### src/rtl/tmds_channel_decoder.sv
// TMDS channel decoder: word alignment via bitslip, control-token detection,
// 8b data decode and lock supervision for one channel of a DVI receiver.
module tmds_channel_decoder #(
    parameter int CTRL_RUN  = 8,     // consecutive control tokens needed for lock
    parameter int TIMEOUT   = 2048,  // valid symbols without a token before slip/unlock
    parameter int SLIP_WAIT = 4      // valid symbols discarded after a bitslip (>= 1)
) (
    input  logic       clk_pixel,
    input  logic       rst_n,
    input  logic [9:0] symbol_in,
    input  logic       symbol_valid,
    output logic       bitslip,
    output logic       locked,
    output logic [7:0] data_out,
    output logic [1:0] ctrl_out,
    output logic       de_out,
    output logic       vld_out,
    output logic       sym_err
);

    localparam int GAP_W = $clog2(TIMEOUT + 1);
    localparam int RUN_W = $clog2(CTRL_RUN + 1);
    localparam int SET_W = (SLIP_WAIT > 1) ? $clog2(SLIP_WAIT) : 1;

    typedef enum logic [1:0] {
        ST_SEARCH = 2'd0,
        ST_SETTLE = 2'd1,
        ST_LOCKED = 2'd2
    } state_e;

    state_e             state_q;
    logic [RUN_W-1:0]   run_q, run_d;
    logic [GAP_W-1:0]   gap_q, gap_d;
    logic [SET_W-1:0]   settle_q;
    logic               locked_q;
    logic               bitslip_q;
    logic               sym_err_q;

    logic [7:0]         data_q;
    logic [1:0]         ctrl_q;
    logic               de_q;
    logic               vld_q;

    logic               is_ctrl;
    logic [1:0]         ctrl_bits;
    logic [7:0]         d_word;
    logic [7:0]         dec_byte;

    // Classify the incoming symbol as one of the four control tokens or data.
    always_comb begin
        // NOTE: every signal driven here gets a default first so no latch is inferred.
        is_ctrl   = 1'b1;
        ctrl_bits = 2'b00;
        case (symbol_in)
            10'h354: ctrl_bits = 2'b00;
            10'h0AB: ctrl_bits = 2'b01;
            10'h154: ctrl_bits = 2'b10;
            10'h2AB: ctrl_bits = 2'b11;
            default: is_ctrl   = 1'b0;
        endcase
    end

    // Undo the optional inversion, then the XOR/XNOR transition chain.
    always_comb begin
        d_word        = symbol_in[9] ? ~symbol_in[7:0] : symbol_in[7:0];
        dec_byte[0]   = d_word[0];
        dec_byte[7:1] = symbol_in[8] ?  (d_word[7:1] ^ d_word[6:0])
                                     : ~(d_word[7:1] ^ d_word[6:0]);
    end

    // Next values of the token-run and token-gap counters for the current symbol.
    always_comb begin
        run_d = '0;
        gap_d = gap_q + GAP_W'(1);
        if (is_ctrl) begin
            gap_d = '0;
            run_d = (run_q == RUN_W'(CTRL_RUN)) ? run_q : run_q + RUN_W'(1);
        end
    end

    // Alignment FSM: search for token runs, slip on timeout, supervise lock.
    always_ff @(posedge clk_pixel or negedge rst_n) begin
        if (!rst_n) begin
            state_q   <= ST_SEARCH;
            run_q     <= '0;
            gap_q     <= '0;
            settle_q  <= '0;
            locked_q  <= 1'b0;
            bitslip_q <= 1'b0;
            sym_err_q <= 1'b0;
        end else begin
            // NOTE: non-blocking assignments keep every register updating from
            // the pre-edge values, whatever the statement order below.
            bitslip_q <= 1'b0;
            sym_err_q <= 1'b0;
            if (symbol_valid) begin
                case (state_q)
                    ST_SEARCH: begin
                        run_q <= run_d;
                        gap_q <= gap_d;
                        if (run_d == RUN_W'(CTRL_RUN)) begin
                            state_q  <= ST_LOCKED;
                            locked_q <= 1'b1;
                        end else if (gap_d == GAP_W'(TIMEOUT)) begin
                            state_q   <= ST_SETTLE;
                            bitslip_q <= 1'b1;
                            run_q     <= '0;
                            gap_q     <= '0;
                        end
                    end
                    ST_SETTLE: begin
                        if (settle_q == SET_W'(SLIP_WAIT - 1)) begin
                            settle_q <= '0;
                            state_q  <= ST_SEARCH;
                        end else begin
                            settle_q <= settle_q + SET_W'(1);
                        end
                    end
                    ST_LOCKED: begin
                        // Compare before incrementing so the gap counter never wraps.
                        if (!is_ctrl && gap_q == GAP_W'(TIMEOUT - 1)) begin
                            state_q   <= ST_SETTLE;
                            locked_q  <= 1'b0;
                            bitslip_q <= 1'b1;
                            sym_err_q <= 1'b1;
                            run_q     <= '0;
                            gap_q     <= '0;
                        end else begin
                            gap_q <= gap_d;
                        end
                    end
                    default: state_q <= ST_SEARCH;
                endcase
            end
        end
    end

    // Decoded output register; fields hold unless a symbol arrives while locked.
    always_ff @(posedge clk_pixel or negedge rst_n) begin
        if (!rst_n) begin
            data_q <= '0;
            ctrl_q <= '0;
            de_q   <= 1'b0;
            vld_q  <= 1'b0;
        end else begin
            vld_q <= symbol_valid & locked_q;
            if (symbol_valid && locked_q) begin
                de_q <= ~is_ctrl;
                if (is_ctrl) begin
                    ctrl_q <= ctrl_bits;
                end else begin
                    data_q <= dec_byte;
                end
            end
        end
    end

    assign bitslip  = bitslip_q;
    assign locked   = locked_q;
    assign sym_err  = sym_err_q;
    assign data_out = data_q;
    assign ctrl_out = ctrl_q;
    assign de_out   = de_q;
    assign vld_out  = vld_q;

endmodule

### config.mk
export PLATFORM = sky130hd
export DESIGN_NAME = tmds_channel_decoder
export DESIGN_NICKNAME = d
export VERILOG_FILES = /design/src/rtl/tmds_channel_decoder.sv
export SDC_FILE = /design/constraint.sdc
export NUM_CORES = 1
export LEC_CHECK = 0
export BUFFER_PORTS_ARGS = -buffer_cell sky130_fd_sc_hd__buf_2
export CORE_UTILIZATION = 40
export CTS_BUF_LIST = sky130_fd_sc_hd__clkbuf_16
export CTS_CLUSTER_SIZE = 25
export DETAILED_ROUTE_END_ITERATION = 8
export SLEW_MARGIN = 20
export SYNTH_ARGS = -nofsm -noshare
export SYNTH_HDL_FRONTEND = slang
export SYNTH_SLANG_ARGS = --single-unit
### constraint.sdc
create_clock -name clk_pixel -period 2.01 [get_ports clk_pixel]
set_input_delay 0 -clock clk_pixel [delete_from_list [all_inputs] [get_ports clk_pixel]]
set_output_delay 0 -clock clk_pixel [all_outputs]
set_load 0.01 [all_outputs]
# Yosys cells after proc, flatten, opt, wreduce, memory -nomap -nowiden
# Cells that the tools add are included.
[word_totals]
reg_bits = 35
input_bits = 13
out_inout_bits = 15
word_cells = 78
[op_classes]
addsub = 3
eq_ne = 15
n_mux = 31
bitwise_logic = 5
n_reduce_logical = 13
[ops]
columns = ["operator", "count"]
rows = [
  ["12-bit 2-to-1 mux", 4],
  ["12-bit case mux with 2 select lines", 1],
  ["10-bit equality test (second input constant)", 2],
  ["4-bit 2-to-1 mux", 5],
  ["12-bit by 1-bit adder with 12-bit output (second input constant)", 1],
  ["12-bit by 11-bit equality test with 1-bit output (second input constant)", 1],
  ["12-bit equality test (second input constant)", 1],
  ["2-bit case mux with 3 select lines", 2],
  ["10-bit by 8-bit equality test with 1-bit output (second input constant)", 1],
  ["10-bit by 9-bit equality test with 1-bit output (second input constant)", 1],
  ["2-bit 2-to-1 mux", 5],
  ["1-bit 2-to-1 mux", 9],
  ["4-bit equality test (second input constant)", 2],
  ["8-bit 2-to-1 mux", 1],
  ["8-bit inverter", 1],
  ["4-bit case mux with 2 select lines", 1],
  ["2-bit AND reduction", 4],
  ["4-bit AND reduction", 2],
  ["7-bit 2-to-1 mux", 1],
  ["7-bit inverter", 1],
  ["7-bit XOR", 1],
  ["2-bit inequality test (second input constant)", 3],
  ["4-bit by 1-bit adder with 4-bit output (second input constant)", 1],
  ["2-bit equality test (second input constant)", 2],
  ["other kinds (12)", 14],
]

# Longest topological paths before layout
# Gate-level depths: netlist of run 1.
[depth]
depth_word = 9
ltp_mapped = 9
mapped_depth_nobuf = 8

# Worst setup path after synthesis of run 1
# No wires, ideal clock.
[synth_path]
path_type = "reg2reg"
start = "register gap_q[0]"
end = "register gap_q[8]"
setup_time_ns = 0.126
arrival_ns = 1.913
t_required_ns = 1.884
path_slack_ns = -0.029
stages_incl_launch_ff = 9
n_path_buf = 1
period_less_slack_ns = 2.039
path_cell_list = "dfrtp_1 > ha_1 > nand4_1 > or4_4 > o211ai_2 > buf_4 > a21oi_1 > o21ai_1 > o31ai_1"
[synth_between]
elab_chain_cells = 6
word_cells_on_any_way = 9
cone_classes = "add/sub: 1; eq/ne: 2; mux: 5; reduce/logical: 1"
[synth_lines]
columns = ["element", "line", "text"]
rows = [
  ["from (decl)", "33", "logic [GAP_W-1:0] gap_q, gap_d;"],
  ["from (signal assigned)", "100", "gap_q <= gap_d;"],
  ["from (signal assigned)", "129", "gap_q <= gap_d;"],
  ["12-bit by 1-bit adder with 12-bit output", "74", "gap_d = gap_q + GAP_W'(1);"],
  ["12-bit 2-to-1 mux", "75", "if (is_ctrl) begin"],
  ["12-bit equality test", "104", "end else if (gap_d == GAP_W'(TIMEOUT)) begin"],
  ["12-bit 2-to-1 mux", "104", ""],
  ["12-bit 2-to-1 mux", "101", "if (run_d == RUN_W'(CTRL_RUN)) begin"],
  ["12-bit case mux with 2 select lines (*)", "97", "case (state_q)"],
]
# Every way passes the cells marked *; elsewhere a longest branch is shown, timed or not.
# A chain may end at the register's enable or synchronous reset.

# Worst setup path in the final report of run 1
[layout_path]
start = "register gap_q[1]"
end = "register run_q[0]"
[layout_between]
elab_chain_cells = 6
word_cells_on_any_way = 10
cone_classes = "add/sub: 1; eq/ne: 3; mux: 4; reduce/logical: 2"
[layout_lines]
columns = ["element", "line", "text"]
rows = [
  ["12-bit by 1-bit adder with 12-bit output", "74", ""],
  ["12-bit 2-to-1 mux", "75", ""],
  ["12-bit equality test", "104", ""],
  ["4-bit 2-to-1 mux", "104", ""],
  ["4-bit 2-to-1 mux", "101", ""],
  ["4-bit case mux with 2 select lines", "97", ""],
  ["to (signal assigned)", "99", "run_q <= run_d;"],
  ["to (decl)", "32", "logic [RUN_W-1:0] run_q, run_d;"],
]
# Several ways; a longest one is shown, not always the timed one.

==> flow_summary.toml, run 1 <==
[outcome]
outcome = "finished, final reports clean"

[finish]
postLayoutCoreUtil_pct = 53.5
layout.cells.non_filler = 359
antenna_fix_cells = 0
areaGrowthSynthToFinish_pct = 27.8
final_layout_size_suffix_gt1_share_pct = 29.1
final_cell_area_sq_um = 2770
final_layout_net_count = 311

[timing]
timing.final.hold_violations = 0
report.final.slew_viol_count = 0
worst-slew-pin-transition_ns = 0.806
clock_skew_ns = 0.00409
whs_ns = 0.0513
fmax_mhz = 502
slew-limit-headroom_pct = 46.3
final_period_minus_worst_setup_slack_ns = 1.99
layout_worst_path_cycle_share_pct = 99.2
setup_viol_count_final = 0
total_negative_slack_for_setup_checks_ns = 0
worst_slack_ns = 0.0170
rsz0062_at_grt = "yes"

[grt]
maximum_number_of_pins_on_one_net_before_global_route_repair = 36
globalRouteMet3Util_pct = 4.50
gr-usage-met1_pct = 26.5
total_global_routing_track_utilization_pct = 19.5
use_met2_pct = 31.1
first_pass_grt_wire_length_mm = 8.34
grt-busiest-layer = "met2"
grt_antenna_before_repair = 0
vias_in_the_first_global_route = 1814
global_route.overflow_total = 0

[routing]
wl_per_cell_um = 14.1
detail_route.drc_violations = 0
wire_length_reported_by_the_detailed_router_mm = 5.08
drt-vias-per-instance = 5.43
initialDrtViolationCount = 85
drt_pass1_iterations = 4
postRouteAntennaNets = 0
via_count = 1950

[place]
dpl-instance-area_sq_um = 2490
detailedPlacementHpwl_mm = 3.60
post-place-cells = 345
gpl.final_weighted_congestion = 0.794
port-buffer-count = 27
placement.setup.worst_slack_ns = -0.0397

[clock_tree]
clock_buffers_created_by_tritoncts = 5
ctsHtreeMaxLevel = 2
clock_insertion_delay_worst_skew_ns = 0.28
tritoncts_clock_tree = "yes"
cts.clk_slew.worst_paths_ns = 0.06
clkSinkCount = 35
clk_root_buffer_cell = "sky130_fd_sc_hd__clkbuf_16"
clock_path_buffers = 2

[synthesis]
netlist.area_leader.share_pct = 40.4
yosys_warnings = 0
synth.yosys.seq_area_share_pct = 40.4
yosys-top-cells-area = "sky130_fd_sc_hd__dfrtp_1 (40%), sky130_fd_sc_hd__ha_1 (5.8%), sky130_fd_sc_hd__xnor2_1 (4.4%), sky130_fd_sc_hd__o21ai_0 (4.4%), sky130_fd_sc_hd__nand2_1 (4.3%)"
mappedNetlistArea_sq_um = 2170
average_cell_area_after_synthesis_sq_um = 8.99
asyncSetResetFlopFracSynth_pct = 100
synth.distinct_cells = 49
ys_seq_elements = 35
synth_cells = 241
syn-num-nets = 264
number_of_flops_mapped_to_enable_cells_by_yosys = 0
yosys.area.top_type = "sky130_fd_sc_hd__dfrtp_1"
synth_commonest_cells = "sky130_fd_sc_hd__dfrtp_1 (35), sky130_fd_sc_hd__nand2_1 (25), sky130_fd_sc_hd__o21ai_0 (19)"
synth_flop_cell = "sky130_fd_sc_hd__dfrtp_1"
synth_most_common_cell = "sky130_fd_sc_hd__dfrtp_1"

[die]
start_util_pct = 41.9
placementRows = 26
io_pins = 28
die_area_sq_um = 5720
die_span_in_y_um = 75.6
coreArea_sq_um = 5170
fp.dieW_um = 75.6

[power_and_ir_drop]
leakagePower_nw = 1.25
report.power.total_mw = 2.33
p_seq_share_pct = 37.0
switchingPower_mw = 0.675
p_comb_share_pct = 26.0
clkPwrFrac_pct = 37.1
power_per_cell_area_nw_per_um2 = 841
p_int_mw = 1.65
ir_worst_vdd_mv = 0.412
netSwitchingFraction_pct = 29.0

[critical_path]
cpPeakStageDelay_ns = 0.55
ff2ff_setup_slack_ns = 0.02
critical_path_maximum_fanout = 5
timing.critical_path.from_type = "register"
cell_type_of_the_slowest_stage_on_the_worst_timing_path = "sky130_fd_sc_hd__or4_4"
worst_setup_path_end_kind = "register"
worst_r2r_endpoint = "run_q[0]$_DFFE_PN0P_"
critical_path_cell_sequence = "ha_4 > nand4_1 > or4_4 > nor3_2 > o21ai_2 > o21ai_0 > o31ai_1"
reg2regPathDepth = 7
r2r-start = "gap_q[1]$_DFFE_PN0P_"
critical_path_arrival_ns = 2.15
startpoint = "gap_q[1]$_DFFE_PN0P_"
cp_data_required_time_ns = 2.16
setup.worst_path.class = "reg -> reg"

[job]
max-cap-violations = 0

[min_path]
min_delay_worst_endpoint = "data_out[0]$_DFFE_PN0P_"
hold_class = "in -> reg"
hold_depth = 3
start_point_of_the_worst_min_delay_path = "symbol_in[9]"
-- routing by layer --
layer,vias to the layer above,wire (um)
met3,6,235
met1,931,2360
met4,0,63
met2,53,2410
met5,-,0
li1,960,-
-- registers in the layout (all words and copies together) (netlist names), 2 cells and up --
register and cells:
ctrl_out 2, data_out 8, gap_q 12, run_q 4
settle_q 2, state_q 2
-- power by group through the flow --
stage	Sequential (mW)	Combinational, mW	Clock, mW
after floorplan	0.880	0.347	0
after global placement	0.870	0.587	0
after detailed placement	0.871	0.599	0
after CTS	0.860	0.604	0.881
after global routing	0.875	0.670	0.919
final	0.860	0.605	0.862
-- cells in the final DEF, fill, tap and decap left out, drive strengths merged, types with 2 or more instances in the layout --
cell type / Yosys / final
o21ai: 22 / 22
nand2: 25 / 25
and3: 3 / 3
o41ai: 2 / 2
nor2: 18 / 18
mux2i: 2 / 2
ha: 10 / 10
a211o: 3 / 3
xnor2: 11 / 11
or2: 4 / 4
xor2: 3 / 3
nor3: 10 / 10
nor4: 3 / 3
clkbuf: 5 / 6
inv: 12 / 12
nand3: 9 / 9
a21oi: 16 / 16
dfrtp: 35 / 35
o31ai: 8 / 8
clkinv: 0 / 2
or4: 2 / 2
buf: 8 / 51
nand4: 4 / 4
a21o: 2 / 2
a221oi: 2 / 2
mux2: 3 / 3
nand2b: 4 / 4
-- cell families after synthesis --
logic type	share of synthesized area (%)
mux	2.48
buf+inv	5.37
simple gates	21.7
fa+ha+maj	5.77
compound gates	18.6
xor+xnor	5.66
flops	40.4
-- timing repair --
item,4_1_cts,5_1_grt
pin swaps,0,3
cloned,0,1
setup buffers,2,2
hold buffers,1,0
hold endpoints to repair,35,0
resized for setup,3,9
endpoints found under the setup margin,4,14
-- worst max-delay path, delay by kind of cell (launching register included) --
| family | cells | cell delay, ns |
|---|---|---|
| fa+ha+maj | 1 | 0.17 |
| compound gates | 3 | 0.44 |
| flops | 1 | 0.39 |
| simple gates | 3 | 0.88 |
-- layout make-up --
| class | count | area, sq um |
|---|---|---|
| fill | 479 | 2400 |
| multi-input combinational | 181 | 1230 |
| sequential | 35 | 876 |
| timing repair buffer | 53 | 363 |
| clock buffer | 5 | 125 |
| tap | 70 | 87.6 |
| inverter | 12 | 45.0 |
| clock inverter | 3 | 38.8 |
-- worst max-delay path by stage --
stage | to
after floorplan | gap_q[8]$_DFFE_PN0P_
after global placement | locked$_DFFE_PN0P_
after detailed placement | gap_q[11]$_DFFE_PN0P_
after CTS | run_q[0]$_DFFE_PN0P_
after global routing | run_q[0]$_DFFE_PN0P_
final | run_q[0]$_DFFE_PN0P_
Power figures use the tool's default switching activity.
==> run 2, diff against run 1 <==
--- a/config.mk
+++ b/config.mk
@@ -6,6 +6,7 @@
 export NUM_CORES = 1
 export LEC_CHECK = 0
 export BUFFER_PORTS_ARGS = -buffer_cell sky130_fd_sc_hd__buf_2
+export CORE_ASPECT_RATIO = 0.75
 export CORE_UTILIZATION = 40
 export CTS_BUF_LIST = sky130_fd_sc_hd__clkbuf_16
 export CTS_CLUSTER_SIZE = 25
==> constraint.sdc (replaced) <==
create_clock -name clk_pixel -period 2.25 [get_ports clk_pixel]
set_input_delay 0 -clock clk_pixel [delete_from_list [all_inputs] [get_ports clk_pixel]]
set_output_delay 0 -clock clk_pixel [all_outputs]
set_load 0.01 [all_outputs]
==> run 2 against run 1 <==
- final area is 8.1% lower
- fmax is 5.2% lower
- flip-flop and latch count stayed put
- die area hardly changed
- worst hold slack better by 0.0050 ns
- routed wire length is 5.7% lower
- first-iteration DRC count is 35% higher
- power is 20% lower
- register-to-register slack better by 0.13 ns
- clock skew is 0.00079 ns higher
- sequential share of layout area is 2.8 points higher
==> flow_summary.toml, run 2 (synthesis gave the netlist of run 1 again) <==
[outcome]
outcome = "finished, final reports clean"

[clock_tree]
postCtsSetupRepairBufs = 0
clock_buffers_created_by_tritoncts = 5
clock_insertion_delay_worst_skew_ns = 0.27
ctsHtreeMaxLevel = 2
cts.clk_slew.worst_paths_ns = 0.05
clk_root_buffer_cell = "sky130_fd_sc_hd__clkbuf_16"
tritoncts_clock_tree = "yes"
clkSinkCount = 35
clock_path_buffers = 2

[die]
die_area_sq_um = 5720
fp.dieW_um = 87.0
coreArea_sq_um = 5040
start_util_pct = 43.0
die_span_in_y_um = 65.7
io_pins = 28
placementRows = 22

[place]
port-buffer-count = 27
detailedPlacementHpwl_mm = 3.58
gpl.final_weighted_congestion = 0.899

[critical_path]
cell_type_of_the_slowest_stage_on_the_worst_timing_path = "sky130_fd_sc_hd__or4_4"
cp_data_required_time_ns = 2.40
critical_path_maximum_fanout = 5
critical_path_cell_sequence = "ha_1 > nand4_1 > or4_4 > nor3_2 > o21ai_2 > o21ai_0 > o31ai_1"
critical_path_arrival_ns = 2.25
path_delay_family = "simple AND/OR/NAND/NOR gates"
cpPeakStageDelay_ns = 0.54
worst_setup_path_end_kind = "register"
setup.worst_path.class = "reg -> reg"
timing.critical_path.from_type = "register"
worstPathBufferInverterCount = 0
startpoint = "gap_q[1]$_DFFE_PN0P_"
r2r-start = "gap_q[1]$_DFFE_PN0P_"

[min_path]
start_point_of_the_worst_min_delay_path = "symbol_in[9]"
hold_class = "in -> reg"

[finish]
antenna_fix_cells = 0
final_layout_size_suffix_gt1_share_pct = 22.0
final_layout_net_count = 296
postLayoutCoreUtil_pct = 50.5
most-common-layout-cells = "sky130_fd_sc_hd__dfrtp_1 (34), sky130_fd_sc_hd__buf_2 (27), sky130_fd_sc_hd__nand2_1 (25), sky130_fd_sc_hd__o21ai_0 (19), sky130_fd_sc_hd__nor2_1 (18)"
largest_reg_flops = 12
max_flop_register = "gap_q"
fillerInstances = 477
areaGrowthSynthToFinish_pct = 17.4
layout_commonest_cell = "sky130_fd_sc_hd__dfrtp_1"

[grt]
grt_antenna_before_repair = 0
total_global_routing_track_utilization_pct = 18.9
global_route.overflow_total = 0
vias_in_the_first_global_route = 1559
first_pass_grt_wire_length_mm = 8.03
maximum_number_of_pins_on_one_net_before_global_route_repair = 36

[power_and_ir_drop]
ir_worst_vdd_mv = 0.306
netSwitchingFraction_pct = 30.3
leakagePower_nw = 1.13
p_comb_share_pct = 22.7
p_seq_share_pct = 43.4
clkPwrFrac_pct = 34.0
report.power.total_mw = 1.86
switchingPower_mw = 0.563
power_per_cell_area_nw_per_um2 = 730
p_int_mw = 1.29

[timing]
slew-limit-headroom_pct = 47.5
clock_skew_ns = 0.00488
worst-slew-pin-transition_ns = 0.787
whs_ns = 0.0563
timing.final.hold_violations = 0
layout_worst_path_cycle_share_pct = 93.4
fmax_mhz = 476
setup_viol_count_final = 0
report.final.slew_viol_count = 0
rsz0062_at_grt = "no"
total_negative_slack_for_setup_checks_ns = 0
final_period_minus_worst_setup_slack_ns = 2.10

[job]
max-cap-violations = 0

[routing]
via_count = 1786
drt_pass1_iterations = 4
wl_per_cell_um = 13.9
wire_length_reported_by_the_detailed_router_mm = 4.79
drt-vias-per-instance = 5.18
postRouteAntennaNets = 0
initialDrtViolationCount = 115
detail_route.drc_violations = 0
run 2: cell count changes in the layout (fill, tap and decap cells not counted), sizes merged:
cell | previous run | this run
clkbuf | 6 | 5
buf | 51 | 37
bufinv | 1 | 0
run 2: final cells by class:
type / instances / area, sq um / share of cell area [%]
Clock buffer: 5 / 125 / 4.92
Clock inverter: 2 / 8.76 / 0.344
Inverter: 12 / 45.0 / 1.77
Multi-Input combinational cell: 181 / 1180 / 46.3
Sequential cell: 35 / 877 / 34.5
Tap cell: 72 / 90.1 / 3.54
Timing Repair Buffer: 38 / 220 / 8.65
run 2: metal layers:
| metal | vias up | global-route usage, % | routed length (um) |
|---|---|---|---|
| met1 | 826 | 31.7 | 2740 |
| li1 | 928 | - | - |
| met3 | 5 | 4.15 | 198 |
| met5 | - | 0 | 0 |
| met4 | 0 | 5.83 | 49 |
| met2 | 27 | 22.4 | 1800 |
run 2: metrics by stage:
stage | instance area, sq um | setup slack, ns | instances
3_3_place_gp | 2400 | 0.195 | 337
2_1_floorplan | 2170 | 0.211 | 241
4_1_cts | 2540 | 0.131 | 345
5_1_grt | 2540 | 0.00841 | 345
3_5_place_dp | 2400 | 0.185 | 337
6_report | 2540 | 0.148 | 345
run 2: final timing paths:
check	endpoint	slack (ns)	depth (start not counted)
setup / recovery	run_q[0]$_DFFE_PN0P_	0.15	7
hold / removal	ctrl_out[1]$_DFFE_PN0P_	0.06	3
max in group asynchronous	gap_q[0]$_DFFE_PN0P_	1.36	2
setup reg to reg	run_q[0]$_DFFE_PN0P_	0.15	7
min in group asynchronous	data_out[5]$_DFFE_PN0P_	0.35	2
hold reg to reg	de_out$_DFFE_PN0P_	0.49	1
run 2: power groups by stage:
stage	sequential [mW]	clock, mW	combinational [mW]
after global placement	0.809	0	0.419
after global routing	0.816	0.682	0.468
after detailed placement	0.810	0	0.420
final	0.806	0.631	0.421
after floorplan	0.781	0	0.304
after CTS	0.801	0.652	0.422
run 2: what timing repair did:
| action | CTS | global route |
|---|---|---|
| endpoints found under the setup margin | 0 | 5 |
| gates resized for setup | 0 | 2 |
| hold buffers | 1 | 0 |
| hold endpoints to repair | 35 | 0 |
run 2: worst reg2reg max path, cell delays in order (launching register included):
cell and delay [ns]:
sky130_fd_sc_hd__dfrtp_1 0.43, sky130_fd_sc_hd__ha_1 0.22, sky130_fd_sc_hd__nand4_1 0.14, sky130_fd_sc_hd__or4_4 0.54, sky130_fd_sc_hd__nor3_2 0.22, sky130_fd_sc_hd__o21ai_2 0.13, sky130_fd_sc_hd__o21ai_0 0.20, sky130_fd_sc_hd__o31ai_1 0.10
==> run 3, diff against run 2 <==
--- a/config.mk
+++ b/config.mk
@@ -8,7 +8,7 @@
 export BUFFER_PORTS_ARGS = -buffer_cell sky130_fd_sc_hd__buf_2
 export CORE_ASPECT_RATIO = 0.75
 export CORE_UTILIZATION = 40
-export CTS_BUF_LIST = sky130_fd_sc_hd__clkbuf_16
+export CTS_BUF_LIST = sky130_fd_sc_hd__clkbuf_4 sky130_fd_sc_hd__clkbuf_8
 export CTS_CLUSTER_SIZE = 25
 export DETAILED_ROUTE_END_ITERATION = 8
 export SLEW_MARGIN = 20
==> run 3 against run 2 <==
- clock skew grew 0.0020 ns
- first-iteration DRC count up 3.5%
- global-route usage fell by 0.16 points
- count of clock-buffer cells in the layout up 1
- register-to-register slack barely moved
- fmax hardly changed
- combinational power about the same
- non-clock buffer count did not move
- clock power is 28% lower
- power down 9.7%
- via count increased by 0.39%
- critical path depth unchanged
- critical path type unchanged
- highest routed layer unchanged
==> flow_summary.toml, run 3 (synthesis gave the netlist of run 1 again) <==
[outcome]
outcome = "finished, final reports clean"

[clock_tree]
clk_root_buffer_cell = "sky130_fd_sc_hd__clkbuf_8"
postCtsSetupRepairBufs = 0
tritoncts_clock_tree = "yes"
clkSinkCount = 35
clock_insertion_delay_worst_skew_ns = 0.28
ctsHtreeMaxLevel = 2
cts.clk_slew.worst_paths_ns = 0.07
clock_buffers_created_by_tritoncts = 5
clock_path_buffers = 2

[finish]
largest_reg_flops = 12
antenna_fix_cells = 0
layout_commonest_cell = "sky130_fd_sc_hd__dfrtp_1"
final_layout_size_suffix_gt1_share_pct = 22.0
final_cell_area_sq_um = 2490
layout.cells.non_filler = 345
fillerInstances = 489
max_flop_register = "gap_q"
final_layout_net_count = 296
most-common-layout-cells = "sky130_fd_sc_hd__dfrtp_1 (34), sky130_fd_sc_hd__buf_2 (27), sky130_fd_sc_hd__nand2_1 (25), sky130_fd_sc_hd__o21ai_0 (19), sky130_fd_sc_hd__nor2_1 (18)"
postLayoutCoreUtil_pct = 49.5
areaGrowthSynthToFinish_pct = 15.1

[die]
placementRows = 22
coreArea_sq_um = 5040
die_area_sq_um = 5720
io_pins = 28
die_span_in_y_um = 65.7
fp.dieW_um = 87.0
start_util_pct = 43.0

[critical_path]
cell_type_of_the_slowest_stage_on_the_worst_timing_path = "sky130_fd_sc_hd__or4_4"
path_delay_family = "simple AND/OR/NAND/NOR gates"
cpPeakStageDelay_ns = 0.54
critical_path_arrival_ns = 2.26
setup.worst_path.class = "reg -> reg"
worstPathBufferInverterCount = 0
cp_data_required_time_ns = 2.40
critical_path_maximum_fanout = 5
critical_path_cell_sequence = "ha_1 > nand4_1 > or4_4 > nor3_2 > o21ai_1 > o21ai_0 > o31ai_1"
worst_setup_path_end_kind = "register"
ff2ff_setup_slack_ns = 0.15
timing.critical_path.from_type = "register"

[place]
dpl-instance-area_sq_um = 2400
gpl.final_weighted_congestion = 0.899
port-buffer-count = 27
detailedPlacementHpwl_mm = 3.58
post-place-cells = 337
placement.setup.worst_slack_ns = 0.185

[power_and_ir_drop]
report.power.total_mw = 1.68
power_per_cell_area_nw_per_um2 = 673
leakagePower_nw = 1.11
ir_worst_vdd_mv = 0.326

[grt]
total_global_routing_track_utilization_pct = 18.7
maximum_number_of_pins_on_one_net_before_global_route_repair = 36
first_pass_grt_wire_length_mm = 7.91
grt_antenna_before_repair = 0
global_route.overflow_total = 0
vias_in_the_first_global_route = 1571

[timing]
report.final.slew_viol_count = 0
clock_skew_ns = 0.00693
setup_viol_count_final = 0
final_period_minus_worst_setup_slack_ns = 2.10
whs_ns = 0.0440
worst_slack_ns = 0.150
rsz0062_at_grt = "no"
layout_worst_path_cycle_share_pct = 93.4
worst-slew-pin-transition_ns = 0.779
total_negative_slack_for_setup_checks_ns = 0
slew-limit-headroom_pct = 48.1
fmax_mhz = 476
timing.final.hold_violations = 0

[job]
max-cap-violations = 0

[routing]
wl_per_cell_um = 13.8
detail_route.drc_violations = 0
drt_pass1_iterations = 5
postRouteAntennaNets = 0
drt-vias-per-instance = 5.20
via_count = 1793
initialDrtViolationCount = 119
wire_length_reported_by_the_detailed_router_mm = 4.75

[min_path]
hold_class = "in -> reg"
run 3: cell count changes in the layout (fill, tap and decap cells not counted):
cell	change
sky130_fd_sc_hd__clkbuf_8	+6
sky130_fd_sc_hd__clkbuf_16	-5
sky130_fd_sc_hd__clkinv_1	-1
sky130_fd_sc_hd__o21ai_1	+1
sky130_fd_sc_hd__o21ai_2	-1
run 3: worst paths after layout:
kind                                 startpoint  depth (start not counted)                       to
setup / recovery           gap_q[1]$_DFFE_PN0P_                          7     run_q[0]$_DFFE_PN0P_
hold / removal                     symbol_in[9]                          3  ctrl_out[1]$_DFFE_PN0P_
setup reg to reg           gap_q[1]$_DFFE_PN0P_                          7     run_q[0]$_DFFE_PN0P_
hold reg to reg              de_out$_DFFE_PN0P_                          1       de_out$_DFFE_PN0P_
max in group asynchronous                 rst_n                          2     gap_q[0]$_DFFE_PN0P_
min in group asynchronous                 rst_n                          2  data_out[5]$_DFFE_PN0P_
run 3: repair_timing:
item                                    in CTS  in global routing
endpoints found under the hold margin       35                  0
hold buffers                                 1                  0
resized for setup                            0                  1
endpoints found under the setup margin       0                  4
run 3: per-layer routing:
layer  up-vias  GRT usage, %  routed length, um
met4         0          5.83                 51
met5         -             0                  0
met1       821          30.6               2710
met2        45          23.2               1740
li1        923             -                  -
met3         4          4.15                251
run 3: worst reg2reg max path: stages (launching register included):
cell,delay [ns]
sky130_fd_sc_hd__dfrtp_1,0.43
sky130_fd_sc_hd__ha_1,0.22
sky130_fd_sc_hd__nand4_1,0.13
sky130_fd_sc_hd__or4_4,0.54
sky130_fd_sc_hd__nor3_2,0.17
sky130_fd_sc_hd__o21ai_1,0.17
sky130_fd_sc_hd__o21ai_0,0.22
sky130_fd_sc_hd__o31ai_1,0.10
run 3: area by class of cell:
type                    count  area (sq um)  area share [%]
clock buffers               6          82.6            3.31
inverters                  12          45.0            1.81
flip-flops and latches     35           877            35.2
well taps                  72          90.1            3.61
multi-input cells         181          1170            47.1
clock inverters             1          5.00           0.201
repair buffers             38           220            8.83
run 3: power by group:
part | internal (mW) | total (mW) | switching, mW
logic | 0.189 | 0.420 | 0.231
registers | 0.707 | 0.803 | 0.0961
clock network | 0.240 | 0.455 | 0.215
